--- src/rtl/de_hazard_scoreboard_pkg.sv ---
// Shared pipeline definitions: register-file geometry and port-slice packing helpers.
package de_hazard_scoreboard_pkg;

    localparam int unsigned DEF_REGNOBITS = 5;
    localparam int unsigned DEF_NREGS     = 1 << DEF_REGNOBITS;

    // Low bit of port `port` in a flat vector of `width`-bit slices.
    function automatic int unsigned port_lo(input int unsigned port, input int unsigned width);
        return port * width;
    endfunction

    // Bits needed to count 0..nports simultaneous releases.
    function automatic int unsigned rel_bits(input int unsigned nports);
        return $clog2(nports + 1);
    endfunction

endpackage

--- src/rtl/de_hazard_scoreboard_wb_release_counter.sv ---
// Reduces NWB write-back release ports into a per-register release count.
module wb_release_counter
    import de_hazard_scoreboard_pkg::*;
#(
    parameter int unsigned NREGS     = DEF_NREGS,
    parameter int unsigned REGNOBITS = DEF_REGNOBITS,
    parameter int unsigned NWB       = 1,
    parameter int unsigned RELBITS   = rel_bits(NWB)
) (
    input  logic [NWB-1:0]           wb_valid,
    input  logic [NWB*REGNOBITS-1:0] wb_regno,
    output logic [NREGS*RELBITS-1:0] rel
);

    logic [RELBITS-1:0] rel_a [NREGS];

    // Count matching valid ports per register; r0 is never tracked.
    always_comb begin
        for (int r = 0; r < NREGS; r++) begin
            rel_a[r] = '0;
            for (int k = 0; k < NWB; k++) begin
                if (r != 0 && wb_valid[k] &&
                    wb_regno[port_lo(k, REGNOBITS) +: REGNOBITS] == REGNOBITS'(r)) begin
                    rel_a[r] = rel_a[r] + RELBITS'(1);
                end
            end
        end
    end

    // Pack per-register counts into the flat output.
    always_comb begin
        rel = '0;
        for (int r = 0; r < NREGS; r++) begin
            rel[r*RELBITS +: RELBITS] = rel_a[r];
        end
    end

endmodule

--- src/rtl/de_hazard_scoreboard.sv ---
// Decode-stage hazard scoreboard: per-register in-flight producer counters,
// RAW / counter-full stall generation and write-back release accounting.
module de_hazard_scoreboard
    import de_hazard_scoreboard_pkg::*;
#(
    parameter int unsigned NREGS     = DEF_NREGS,
    parameter int unsigned REGNOBITS = DEF_REGNOBITS,
    parameter int unsigned CNTBITS   = 2,
    parameter int unsigned NWB       = 1,
    parameter int unsigned WB_BYPASS = 1
) (
    input  logic                     clk,
    input  logic                     reset,
    input  logic                     dec_valid,
    input  logic [REGNOBITS-1:0]     dec_rs1,
    input  logic [REGNOBITS-1:0]     dec_rs2,
    input  logic                     dec_use_rs1,
    input  logic                     dec_use_rs2,
    input  logic [REGNOBITS-1:0]     dec_rd,
    input  logic                     dec_wr_reg,
    input  logic                     ext_stall,
    input  logic [NWB-1:0]           wb_valid,
    input  logic [NWB*REGNOBITS-1:0] wb_regno,
    output logic                     stall,
    output logic                     issue,
    output logic [NREGS-1:0]         busy_mask,
    output logic                     underflow_err
);

    localparam int unsigned RELBITS = rel_bits(NWB);
    // Wide enough for cnt+1 and for any release count without wrap.
    localparam int unsigned WBITS   = ((CNTBITS > RELBITS) ? CNTBITS : RELBITS) + 1;

    logic [CNTBITS-1:0]       cnt_q [NREGS];
    logic [CNTBITS-1:0]       cnt_d [NREGS];
    logic [CNTBITS-1:0]       eff   [NREGS];
    logic [WBITS-1:0]         rel_w [NREGS];
    logic [NREGS*RELBITS-1:0] rel_flat;
    logic [NREGS-1:0]         busy_d;
    logic [NREGS-1:0]         busy_q;
    logic                     uf_q;
    logic                     uf_set;
    logic                     raw1, raw2, full;

    wb_release_counter #(
        .NREGS     (NREGS),
        .REGNOBITS (REGNOBITS),
        .NWB       (NWB),
        .RELBITS   (RELBITS)
    ) u_rel (
        .wb_valid (wb_valid),
        .wb_regno (wb_regno),
        .rel      (rel_flat)
    );

    // Effective count seen by the hazard check; bypass subtracts same-cycle releases.
    always_comb begin
        for (int r = 0; r < NREGS; r++) begin
            rel_w[r] = WBITS'(rel_flat[r*RELBITS +: RELBITS]);
            eff[r]   = cnt_q[r];
            if (r == 0) begin
                eff[r] = '0;
            end else if (WB_BYPASS != 0) begin
                if (rel_w[r] >= WBITS'(cnt_q[r])) eff[r] = '0;
                else                              eff[r] = CNTBITS'(WBITS'(cnt_q[r]) - rel_w[r]);
            end
        end
    end

    // Hazard detection and issue decision.
    always_comb begin
        raw1  = dec_use_rs1 && (dec_rs1 != '0) && (eff[dec_rs1] != '0);
        raw2  = dec_use_rs2 && (dec_rs2 != '0) && (eff[dec_rs2] != '0);
        full  = dec_wr_reg && (dec_rd != '0) && (eff[dec_rd] == {CNTBITS{1'b1}});
        stall = ext_stall | (dec_valid & (raw1 | raw2 | full));
        issue = dec_valid & ~stall;
    end

    // Counter next state: add issue, subtract releases, saturate at zero on underflow.
    always_comb begin
        uf_set = 1'b0;
        for (int r = 0; r < NREGS; r++) begin
            logic [WBITS-1:0] sum;
            sum = WBITS'(cnt_q[r]);
            if (issue && dec_wr_reg && r != 0 && dec_rd == REGNOBITS'(r)) begin
                sum = sum + WBITS'(1);
            end
            if (r == 0) begin
                cnt_d[r] = '0;
            end else if (rel_w[r] > sum) begin
                cnt_d[r] = '0;
                uf_set   = 1'b1;
            end else begin
                cnt_d[r] = CNTBITS'(sum - rel_w[r]);
            end
            busy_d[r] = (cnt_d[r] != '0);
        end
    end

    // State registers with synchronous reset discarding all in-flight counts.
    always_ff @(posedge clk) begin
        if (reset) begin
            for (int r = 0; r < NREGS; r++) cnt_q[r] <= '0;
            busy_q <= '0;
            uf_q   <= 1'b0;
        end else begin
            for (int r = 0; r < NREGS; r++) cnt_q[r] <= cnt_d[r];
            busy_q <= busy_d;
            uf_q   <= uf_q | uf_set;
        end
    end

    assign busy_mask     = busy_q;
    assign underflow_err = uf_q;

endmodule

--- config.mk ---
export PLATFORM = sky130hd
export DESIGN_NAME = de_hazard_scoreboard
export DESIGN_NICKNAME = d
export VERILOG_FILES = /design/src/rtl/de_hazard_scoreboard_pkg.sv /design/src/rtl/de_hazard_scoreboard_wb_release_counter.sv /design/src/rtl/de_hazard_scoreboard.sv
export SDC_FILE = /design/constraint.sdc
export NUM_CORES = 1
export LEC_CHECK = 0
export BUFFER_PORTS_ARGS = -buffer_cell sky130_fd_sc_hd__buf_2
export CAP_MARGIN = 20
export CELL_PAD_IN_SITES_DETAIL_PLACEMENT = 2
export CELL_PAD_IN_SITES_GLOBAL_PLACEMENT = 2
export CORE_MARGIN = 1
export CORE_UTILIZATION = 40
export CTS_CLUSTER_SIZE = 14
export DETAILED_ROUTE_END_ITERATION = 7
export PLACE_DENSITY_LB_ADDON = 0.1
export SYNTH_ARGS = -nofsm -noshare
export SYNTH_HDL_FRONTEND = slang
export SYNTH_HIERARCHICAL = 1
export SYNTH_SLANG_ARGS = --single-unit
--- constraint.sdc ---
create_clock -name clk -period 11.5 [get_ports clk]
set_clock_uncertainty 0.2 [all_clocks]
set_input_delay 1.15 -clock clk [delete_from_list [all_inputs] [get_ports clk]]
set_output_delay 1.15 -clock clk [all_outputs]
set_load 0.01 [all_outputs]
======== After elaboration in Yosys (flattened, before gate mapping) ========
Memories as Yosys holds them, arrays and structs flattened.
Cells that the tools add are included.
cells by class
  $add $sub $neg .......................... 93
  $lt $le $gt $ge ......................... 65
  eq/ne operators ......................... 63
  multiplexer cells ....................... 199
  bitwise gates (word level) .............. 42
  reductions and logical operators ........ 105
operators by type and width
  operator                                                   number
  two-way mux 2 bit                                          100
  == test 5 bit (second input constant)                      32
  subtractor 2 x 1 -> 2 bit                                  62
  adder 2 x 1 -> 3 bit (second input constant)               31
  greater-than comparator 1 x 3 -> 1 bit                     31
  two-way mux 3 bit                                          31
  == test 5 x 4 -> 1 bit (second input constant)             16
  logical AND 1 bit                                          69
  nonzero test 2 bit                                         33
  two-way mux 1 bit                                          65
  greater-or-equal comparator 1 x 2 -> 1 bit                 31
  == test 5 x 3 -> 1 bit (second input constant)             8
  bitwise OR 1 bit                                           36
  binary-select mux 2 bit (select 5 bit)                     3
  == test 5 x 2 -> 1 bit (second input constant)             4
  greater-or-equal comparator 6 bit (second input constant)  3
  NOT 5 -> 6 bit                                             3
  nonzero test 5 bit                                         3
  == test 5 x 1 -> 1 bit (second input constant)             2
  AND 1 bit                                                  2
  == test 2 bit (second input constant)                      1
  NOT 1 bit                                                  1
word-level totals
  flip-flop bits (word level) ............. 33
  bits in writable memories ............... 64
  bits of input ports ..................... 28
  word-level logic and storage cells ...... 571
  memories kept ........................... 1
memories
  memory  depth  width  rd ports  clocked after Yosys merged registers in  wr ports  line                        source
  cnt_q   32     2      31        0                                        32        de_hazard_scoreboard.sv:34  logic [CNTBITS-1:0] cnt_q [NREGS];

======== Longest topological paths before layout ========
Gate-level depths: netlist (run 1).
  depth after elaboration ................. 52
  depth in mapped cells ................... 20

======== By module ========
The synthesis (run 1) kept the hierarchy.
by module, submodules not included
  module                instances  cells an instance  area each (µm²)  sequential area each (µm²)
  de_hazard_scoreboard  1          1,038              8,773.4          1,881.8
  wb_release_counter    1          48                 237.7            0.0

======== Worst setup path before layout (run 1) ========
Ideal clock, no wire load.
  path type ............................... in2reg
  start point ............................. input wb_regno[4]
  end point ............................... register uf_q (netlist: underflow_err)
  setup time .............................. 138 ps
  arrival time ............................ 5,332 ps
  data required time ...................... 11,162 ps
  path slack .............................. 5,830 ps
  stages .................................. 19
  path buffers ............................ 1
  path through ............................ or4b_1 > nor2_1 > ha_1 > ha_1 > nand2b_1 > a21oi_2 > mux2_1 > a221oi_1 > or4b_1 > o221ai_2 > buf_6 > nor4_1 > xnor2_1 > ha_1 > nor3_1 > mux2_4 > a2111oi_4 > and4_1 > a41oi_2
on the way
  cells in the longest elaborated chain, start to end .. 52
RTL lines
  element                                                                                         line                                                    source
  from (decl)                                                                                     de_hazard_scoreboard.sv:23                              input logic [NWB*REGNOBITS-1:0] wb_regno,
  == test 5 x 1 -> 1 bit (*)                                                                      de_hazard_scoreboard_wb_release_counter.sv:23           wb_regno[port_lo(k, REGNOBITS) +: REGNOBITS] == REGNOBITS'(r)) begin
  logical AND 1 bit (*)                                                                           de_hazard_scoreboard_wb_release_counter.sv:22           if (r != 0 && wb_valid[k] &&
  two-way mux 1 bit (*)                                                                           de_hazard_scoreboard_wb_release_counter.sv:22
  via rel_flat[1]                                                                                 de_hazard_scoreboard.sv:38                              logic [NREGS*RELBITS-1:0] rel_flat;
  subtractor 2 x 1 -> 2 bit / greater-or-equal comparator 1 x 2 -> 1 bit (equally long branches)  de_hazard_scoreboard.sv:65, de_hazard_scoreboard.sv:64
  two-way mux 2 bit                                                                               de_hazard_scoreboard.sv:64                              if (rel_w[r] >= WBITS'(cnt_q[r])) eff[r] = '0;
  binary-select mux 2 bit (select 5 bit), on equally long branches                                de_hazard_scoreboard.sv:72, de_hazard_scoreboard.sv:73
  two-way mux 2 bit, on equally long branches (2 in series)                                       de_hazard_scoreboard.sv:72, de_hazard_scoreboard.sv:73
  [... 6 more ...]                                                                                n/a
  NOT 1 bit                                                                                       de_hazard_scoreboard.sv:76                              issue = dec_valid & ~stall;
  AND 1 bit                                                                                       de_hazard_scoreboard.sv:76
  logical AND 1 bit (2 in series)                                                                 de_hazard_scoreboard.sv:85                              if (issue && dec_wr_reg && r != 0 && dec_rd == REGNOBITS'(r)) begin
  two-way mux 3 bit                                                                               de_hazard_scoreboard.sv:85
  greater-than comparator 1 x 3 -> 1 bit                                                          de_hazard_scoreboard.sv:90                              end else if (rel_w[r] > sum) begin
  two-way mux 1 bit (30 in series)                                                                de_hazard_scoreboard.sv:90
  two-way mux 1 bit (*)                                                                           de_hazard_scoreboard.sv:90
  bitwise OR 1 bit (*)                                                                            de_hazard_scoreboard.sv:109                             uf_q <= uf_q | uf_set;
  to (signal assigned)                                                                            de_hazard_scoreboard.sv:109
  to (decl)                                                                                       de_hazard_scoreboard.sv:41                              logic uf_q;
The timed path passes the listed nets; every way through them passes the cells marked *. The select of a mux whose other input is x is not followed.
A chain may end at the register's enable or synchronous reset.

======== Worst setup path in the final report (run 1) ========
  start point ............................. input wb_regno[0]
  end point ............................... register uf_q (netlist: underflow_err)
on the way
  cells in the longest elaborated chain, start to end .. 52
RTL lines
  element                                                                                         line
  == test 5 bit (*)                                                                               de_hazard_scoreboard_wb_release_counter.sv:23
  logical AND 1 bit (*)                                                                           de_hazard_scoreboard_wb_release_counter.sv:22
  two-way mux 1 bit (*)                                                                           de_hazard_scoreboard_wb_release_counter.sv:22
  via rel_flat[18]                                                                                de_hazard_scoreboard.sv:38
  subtractor 2 x 1 -> 2 bit / greater-or-equal comparator 1 x 2 -> 1 bit (equally long branches)  de_hazard_scoreboard.sv:65, de_hazard_scoreboard.sv:64
  two-way mux 2 bit                                                                               de_hazard_scoreboard.sv:64
  binary-select mux 2 bit (select 5 bit), on equally long branches                                de_hazard_scoreboard.sv:72, de_hazard_scoreboard.sv:73
  two-way mux 2 bit, on equally long branches (2 in series)                                       de_hazard_scoreboard.sv:72, de_hazard_scoreboard.sv:73
  [... 6 more ...]                                                                                n/a
  NOT 1 bit                                                                                       de_hazard_scoreboard.sv:76
  AND 1 bit                                                                                       de_hazard_scoreboard.sv:76
  logical AND 1 bit (2 in series)                                                                 de_hazard_scoreboard.sv:85
  two-way mux 3 bit                                                                               de_hazard_scoreboard.sv:85
  greater-than comparator 1 x 3 -> 1 bit                                                          de_hazard_scoreboard.sv:90
  two-way mux 1 bit (30 in series)                                                                de_hazard_scoreboard.sv:90
  two-way mux 1 bit (*)                                                                           de_hazard_scoreboard.sv:90
  bitwise OR 1 bit (*)                                                                            de_hazard_scoreboard.sv:109
Marks and branches as above.

==> results.json, run 1 <==
{
  "run_status": "finished with violations",
  "violations": "DRC",
  "rsz0062_at_grt": "false",
  "post-cts-setup-buffers": 0,
  "drt_pre_antenna_iters": 7,
  "tns_ns": 0,
  "drive_gt1_share_pct": 12.6,
  "switchingPower_w": 0.000251,
  "num_rows": 54,
  "peakVddDrop_uv": 49.0,
  "slew_viol_final": 0,
  "fin_crit_sh_pct": 61.9,
  "critPathLaunch": "wb_regno[0]",
  "grt_pass1_wl_mm": 49.7,
  "root_buffer": "clkbuf_16",
  "path_cells": "buf_2 > nand2b_1 > nor2_1 > ha_1 > ha_1 > nand2b_1 > a21oi_1 > a221oi_2 > a211oi_1 > o311ai_4 > o221ai_2 > buf_4 > nor4_1 > xnor2_1 > ha_1 > nor4_1 > mux2_2 > a2111oi_0 > and4_1 > a41oi_2",
  "p_int_w": 0.000549,
  "final_area_sq_um": 9790,
  "critPathCaptureType": "flop",
  "synthCells": 1084,
  "r2r-start": "cnt_q[0][4]",
  "vias_per_cell": 5.78,
  "via_count": 8175,
  "die_w_microns": 152,
  "crit_type": "input port to flop",
  "drc": 16,
  "drt_iter0_markers": 397,
  "htree_levels": 3,
  "cts_resized": 0,
  "max_freq_ghz": 0.140,
  "slowest_stage": "a2111oi_0",
  "clkLatencyLatePin_ns": 0.37,
  "p_per_area_nw_per_um2": 81.7,
  "dpl.hpwl_mm": 25.1,
  "setup_viol": 0,
  "fin_crit_ns": 7.12,
  "p_leak_nw": 3.79,
  "first_global_vias": 8857,
  "drt-total-wl_mm": 31.3,
  "clock_sinks": 94,
  "wire_per_inst_microns": 22.1,
  "io_pins": 63,
  "hold_path_class": "flop to flop",
  "relSlewSlack_pct": 14.5,
  "cts_buffers": 9,
  "pwr-share-comb_pct": 17.5,
  "grt_max_degree": 51,
  "arrival_ns": 7.14,
  "place_area_sq_um": 9490,
  "syn_area_sq_um": 9000,
  "required_ns": 11.52,
  "ctsHoldBuffers": 0,
  "syn2layout_area_growth_pct": 8.77,
  "fin_nets": 1311,
  "avgSynthCellArea_sq_um": 8.30,
  "seqPwrFrac_pct": 42.2,
  "yosys_warnings": 6,
  "hold_violations": 0,
  "cpMostUsedCell": "ha_1",
  "dieArea_sq_um": 23100,
  "overflow": 0,
  "die_y_microns": 152,
  "antenna_found_initial": 3,
  "switching_share_pct": 31.4,
  "cp_max_fo": 30,
  "min_from": "cnt_q[0][13]",
  "worst_pin_slew_ns": 1.25,
  "critPathLaunchType": "input port",
  "cts_tree": "built",
  "clock_power_share_pct": 40.3,
  "initial_utilization_pct": 41.0,
  "grt.total_usage_pct": 27.7,
  "finalWeightedCongestion": 0.865,
  "core_sq_um": 22000,
  "clkTransAtPathRegs_ns": 0.07,
  "io_buffers": 61,
  "cp_slowest_stage_delay_ns": 1.04,
  "clock_path_buffers": 2,
  "detail-route-antenna-nets": 0,
  "synth_nets": 1267,
  "max-cap-violations": 0
}
-- worst max-delay path: cells and delay by family --
| kind | cells | cell delay, ns |
|---|---|---|
| AO/OA/AOI/OAI | 7 | 2.13 |
| XOR/XNOR | 1 | 0.20 |
| adder cells (fa/ha/maj) | 3 | 0.93 |
| buffers and inverters | 2 | 0.38 |
| multiplexers | 1 | 0.28 |
| AND/OR/NAND/NOR | 6 | 2.04 |
-- area by class of cell --
type                            count  area (sq um)
Clock inverter                      6          68.8
Antenna cell                        2          5.00
Multi-Input combinational cell    824          6420
Fill cell                        2576         12200
Timing Repair Buffer               65           335
Tap cell                          280           350
Sequential cell                    94          1880
Inverter                          134           503
Clock buffer                       10           229
-- registers in the layout, indices dropped and copies added, names as in the netlist --
signal and count:
cnt_q 62, busy_mask 31, underflow_err 1
-- power by group through the flow --
stage	clock network, W	registers [W]	logic (W)
3_3_place_gp	0	0.000345	0.000133
3_5_place_dp	0	0.000345	0.000138
6_report	0.000322	0.000338	0.000140
2_1_floorplan	0	0.000345	0.0000886
5_1_grt	0.000342	0.000338	0.000150
4_1_cts	0.000334	0.000338	0.000139
-- per-layer routing --
metal | vias to the layer above | GRT usage [%] | wire (microns)
met5 | - | 0 | 0
met4 | 0 | 8.45 | 639
met3 | 39 | 3.62 | 1500
met2 | 208 | 47.5 | 14700
met1 | 4009 | 36.2 | 14500
li1 | 3919 | - | -
-- per-stage QoR --
stage	instances	hold WS, ns	power (W)	util, %	setup WS, ns
after floorplan	1084	0.435	0.000433	-	5.83
after global placement	1397	0.496	0.000478	43.2	4.35
after detailed placement	1397	0.516	0.000483	43.2	4.32
after CTS	1413	0.539	0.000810	44.6	4.65
after global routing	1413	0.577	0.000831	44.6	4.21
final	1415	0.530	0.000800	44.6	4.38
-- layout by cell type, fill, tap and decap left out, drive strengths merged, types with 4 or more instances in the layout --
| cell type | n |
|---|---|
| nand4b | 4 |
| clkbuf | 10 |
| nand3 | 9 |
| o21ai | 12 |
| ha | 155 |
| xnor2 | 31 |
| nor4 | 55 |
| xor2 | 31 |
| nand2 | 21 |
| nor2 | 127 |
| buf | 65 |
| or3 | 10 |
| a21oi | 59 |
| a21o | 13 |
| inv | 137 |
| nor3 | 54 |
| a31oi | 6 |
| a211oi | 31 |
| a221oi | 5 |
| a22oi | 5 |
| nand4 | 4 |
| o211ai | 4 |
| a2111oi | 11 |
| mux2i | 33 |
| nand2b | 38 |
| or2 | 14 |
| o31ai | 4 |
| mux2 | 29 |
| nor2b | 13 |
| a21boi | 4 |
| dfxtp | 94 |
-- path summary, 6_finish.rpt --
| kind | to | slack, ns | cells after the start |
|---|---|---|---|
| max reg2reg | underflow_err | 5.63 | 18 |
| max | underflow_err | 4.38 | 20 |
| min | cnt_q[0][13] | 0.53 | 3 |
| min reg2reg | cnt_q[0][13] | 0.53 | 3 |
Note: power is estimated with default switching activity, not from simulation.
==> run 2, diff against run 1 <==
Settings changed: CORE_UTILIZATION 40 to 34.
Clock period 11.5 ns to 6.24 ns, I/O delays scaled along.
==> results.json, run 2 (same netlist as run 1, synthesis figures left out) <==
{
  "drive_gt1_share_pct": 15.1,
  "rrSetupSlack_ns": 0.99,
  "htree_levels": 3,
  "pwr-share-comb_pct": 17.6,
  "relSlewSlack_pct": 46.9,
  "path_cells": "buf_2 > or4b_1 > nor2_1 > ha_1 > ha_1 > or2b_1 > a21oi_2 > mux2_1 > a221oi_1 > or4b_1 > o221ai_2 > buf_12 > nor4_1 > xnor2_1 > ha_1 > nor4_1 > mux2_2 > a2111oi_1 > and4_1 > a41oi_2",
  "critPathLaunch": "wb_regno[4]",
  "post-cts-setup-buffers": 0,
  "n_antenna_cell": 0,
  "worst_pin_slew_ns": 0.789,
  "grt.total_usage_pct": 24.6,
  "layout_common_cells": "155 x ha_1, 132 x inv_1, 126 x nor2_1",
  "finalWeightedCongestion": 0.845,
  "antenna_found_initial": 1,
  "top_layer": "met4",
  "grt_pass1_wl_mm": 49.9,
  "layout_setup_ws_ns": 0.345,
  "peakVddDrop_uv": 88.9,
  "dp_cells": 1487,
  "grt_max_degree": 51,
  "drt_iter0_markers": 345,
  "syn2layout_area_growth_pct": 13.0,
  "cp_max_fo": 17,
  "slew_viol_final": 0,
  "p_per_area_nw_per_um2": 152,
  "ff_latch_area_sq_um": 1880,
  "clkTransAtPathRegs_ns": 0.07,
  "run_status": "complete, no violations",
  "clock_power_share_pct": 42.2,
  "hold_path_class": "flop to flop",
  "io_buffers": 61,
  "die_y_microns": 165,
  "drt-total-wl_mm": 32.4,
  "fin_crit_ns": 5.90,
  "rsz0062_at_grt": "false",
  "wire_per_inst_microns": 21.6,
  "pre_cts_ws_ns": -0.0873,
  "hold_violations": 0,
  "cp_slowest_stage_delay_ns": 0.61,
  "required_ns": 6.25,
  "cpMostUsedCell": "ha_1",
  "fin_nets": 1346,
  "cts_tree": "built",
  "vias_per_cell": 5.53,
  "r2r-start": "cnt_q[0][36]",
  "switchingPower_w": 0.000450,
  "switching_share_pct": 29.1,
  "largest-register": "cnt_q",
  "clkLatencyLatePin_ns": 0.36,
  "crit_path_end": "underflow_err",
  "utilization_pct": 39.1,
  "slowest_stage": "or4b_1",
  "met1Wirelength_mm": 15.5,
  "p_int_w": 0.00110,
  "critPathCaptureType": "flop",
  "crit_type": "input port to flop",
  "initial_utilization_pct": 34.6,
  "drc": 0,
  "first_global_vias": 8751,
  "wl_met2_mm": 14.9,
  "root_buffer": "clkbuf_16",
  "arrival_ns": 5.90,
  "max_freq_ghz": 0.170,
  "cts_buffers": 9,
  "p_leak_nw": 3.99,
  "multiInputGateArea_sq_um": 6420,
  "dieArea_sq_um": 27100,
  "dpl.hpwl_mm": 26.1,
  "final_cell_count_no_fill": 1501,
  "die_w_microns": 165,
  "fin_crit_sh_pct": 94.5,
  "reg2reg_to": "underflow_err",
  "num_rows": 59,
  "drt_pre_antenna_iters": 4,
  "mostFrequentLayoutCell": "ha_1",
  "critPathLaunchType": "input port",
  "max-cap-violations": 0,
  "setup_viol": 0,
  "core_sq_um": 26000,
  "rr_worst_depth": 18,
  "clock_sinks": 94,
  "hold_ws_ns": 0.517,
  "io_pins": 63,
  "via_count": 8298,
  "wl_met3_mm": 1.14,
  "fillers": 3026,
  "overflow": 0,
  "seqPwrFrac_pct": 40.1,
  "clock_path_buffers": 2,
  "largest_reg_flops": 62,
  "power.total_w": 0.00155,
  "detail-route-antenna-nets": 0
}
## run 2: cell type report
cell class                      count  share of cell area, %
Sequential cell                    94                   18.5
Tap cell                          335                   4.12
Clock inverter                      4                  0.960
Inverter                          134                   4.95
Timing Repair Buffer              100                   6.13
Multi-Input combinational cell    824                   63.1
Clock buffer                       10                   2.25
## run 2: metrics by stage
step | setup TNS [ns] | area (sq um)
final | 0 | 10200
after global routing | 0 | 10200
after global placement | 0 | 9840
after CTS | 0 | 10200
after detailed placement | -0.0873 | 9840
after floorplan | 0 | 9000
## run 2: critical path: cells and delay by family
| family | cells | cell delay [ns] |
|---|---|---|
| simple gates | 7 | 2.09 |
| compound gates | 5 | 1.36 |
| fa+ha+maj | 3 | 0.82 |
| mux | 2 | 0.45 |
| buf+inv | 2 | 0.36 |
| xor+xnor | 1 | 0.18 |
## run 2: what timing repair did
| item | in CTS | in global routing |
|---|---|---|
| hold buffers | 0 | 0 |
| resized for setup | 0 | 1 |
| setup endpoints to repair | 0 | 1 |
## run 2: power by group through the flow
| stage | logic (W) | clock network [W] | registers, W |
|---|---|---|---|
| after floorplan | 0.000163 | 0 | 0.000636 |
| after global placement | 0.000262 | 0 | 0.000635 |
| after detailed placement | 0.000270 | 0 | 0.000635 |
| after CTS | 0.000272 | 0.000675 | 0.000621 |
| after global routing | 0.000293 | 0.000690 | 0.000622 |
| final | 0.000273 | 0.000653 | 0.000621 |
## run 2: how the worst min path moves through the flow
stage | startpoint | to | slack, ns | depth (start not counted)
final | cnt_q[0][9] | cnt_q[0][8] | 0.52 | 3
after global routing | cnt_q[0][9] | cnt_q[0][8] | 0.56 | 3
after CTS | cnt_q[0][9] | cnt_q[0][8] | 0.53 | 3
after detailed placement | cnt_q[0][23] | cnt_q[0][23] | 0.52 | 3
after global placement | cnt_q[0][13] | cnt_q[0][13] | 0.50 | 3
after floorplan | cnt_q[0][9] | cnt_q[0][8] | 0.43 | 3
## run 2: metal layers
layer	up-vias	GRT usage (%)
met5	-	0
met4	0	8.09
met3	44	3.16
met2	139	40.6
met1	4124	33.0
li1	3991	-
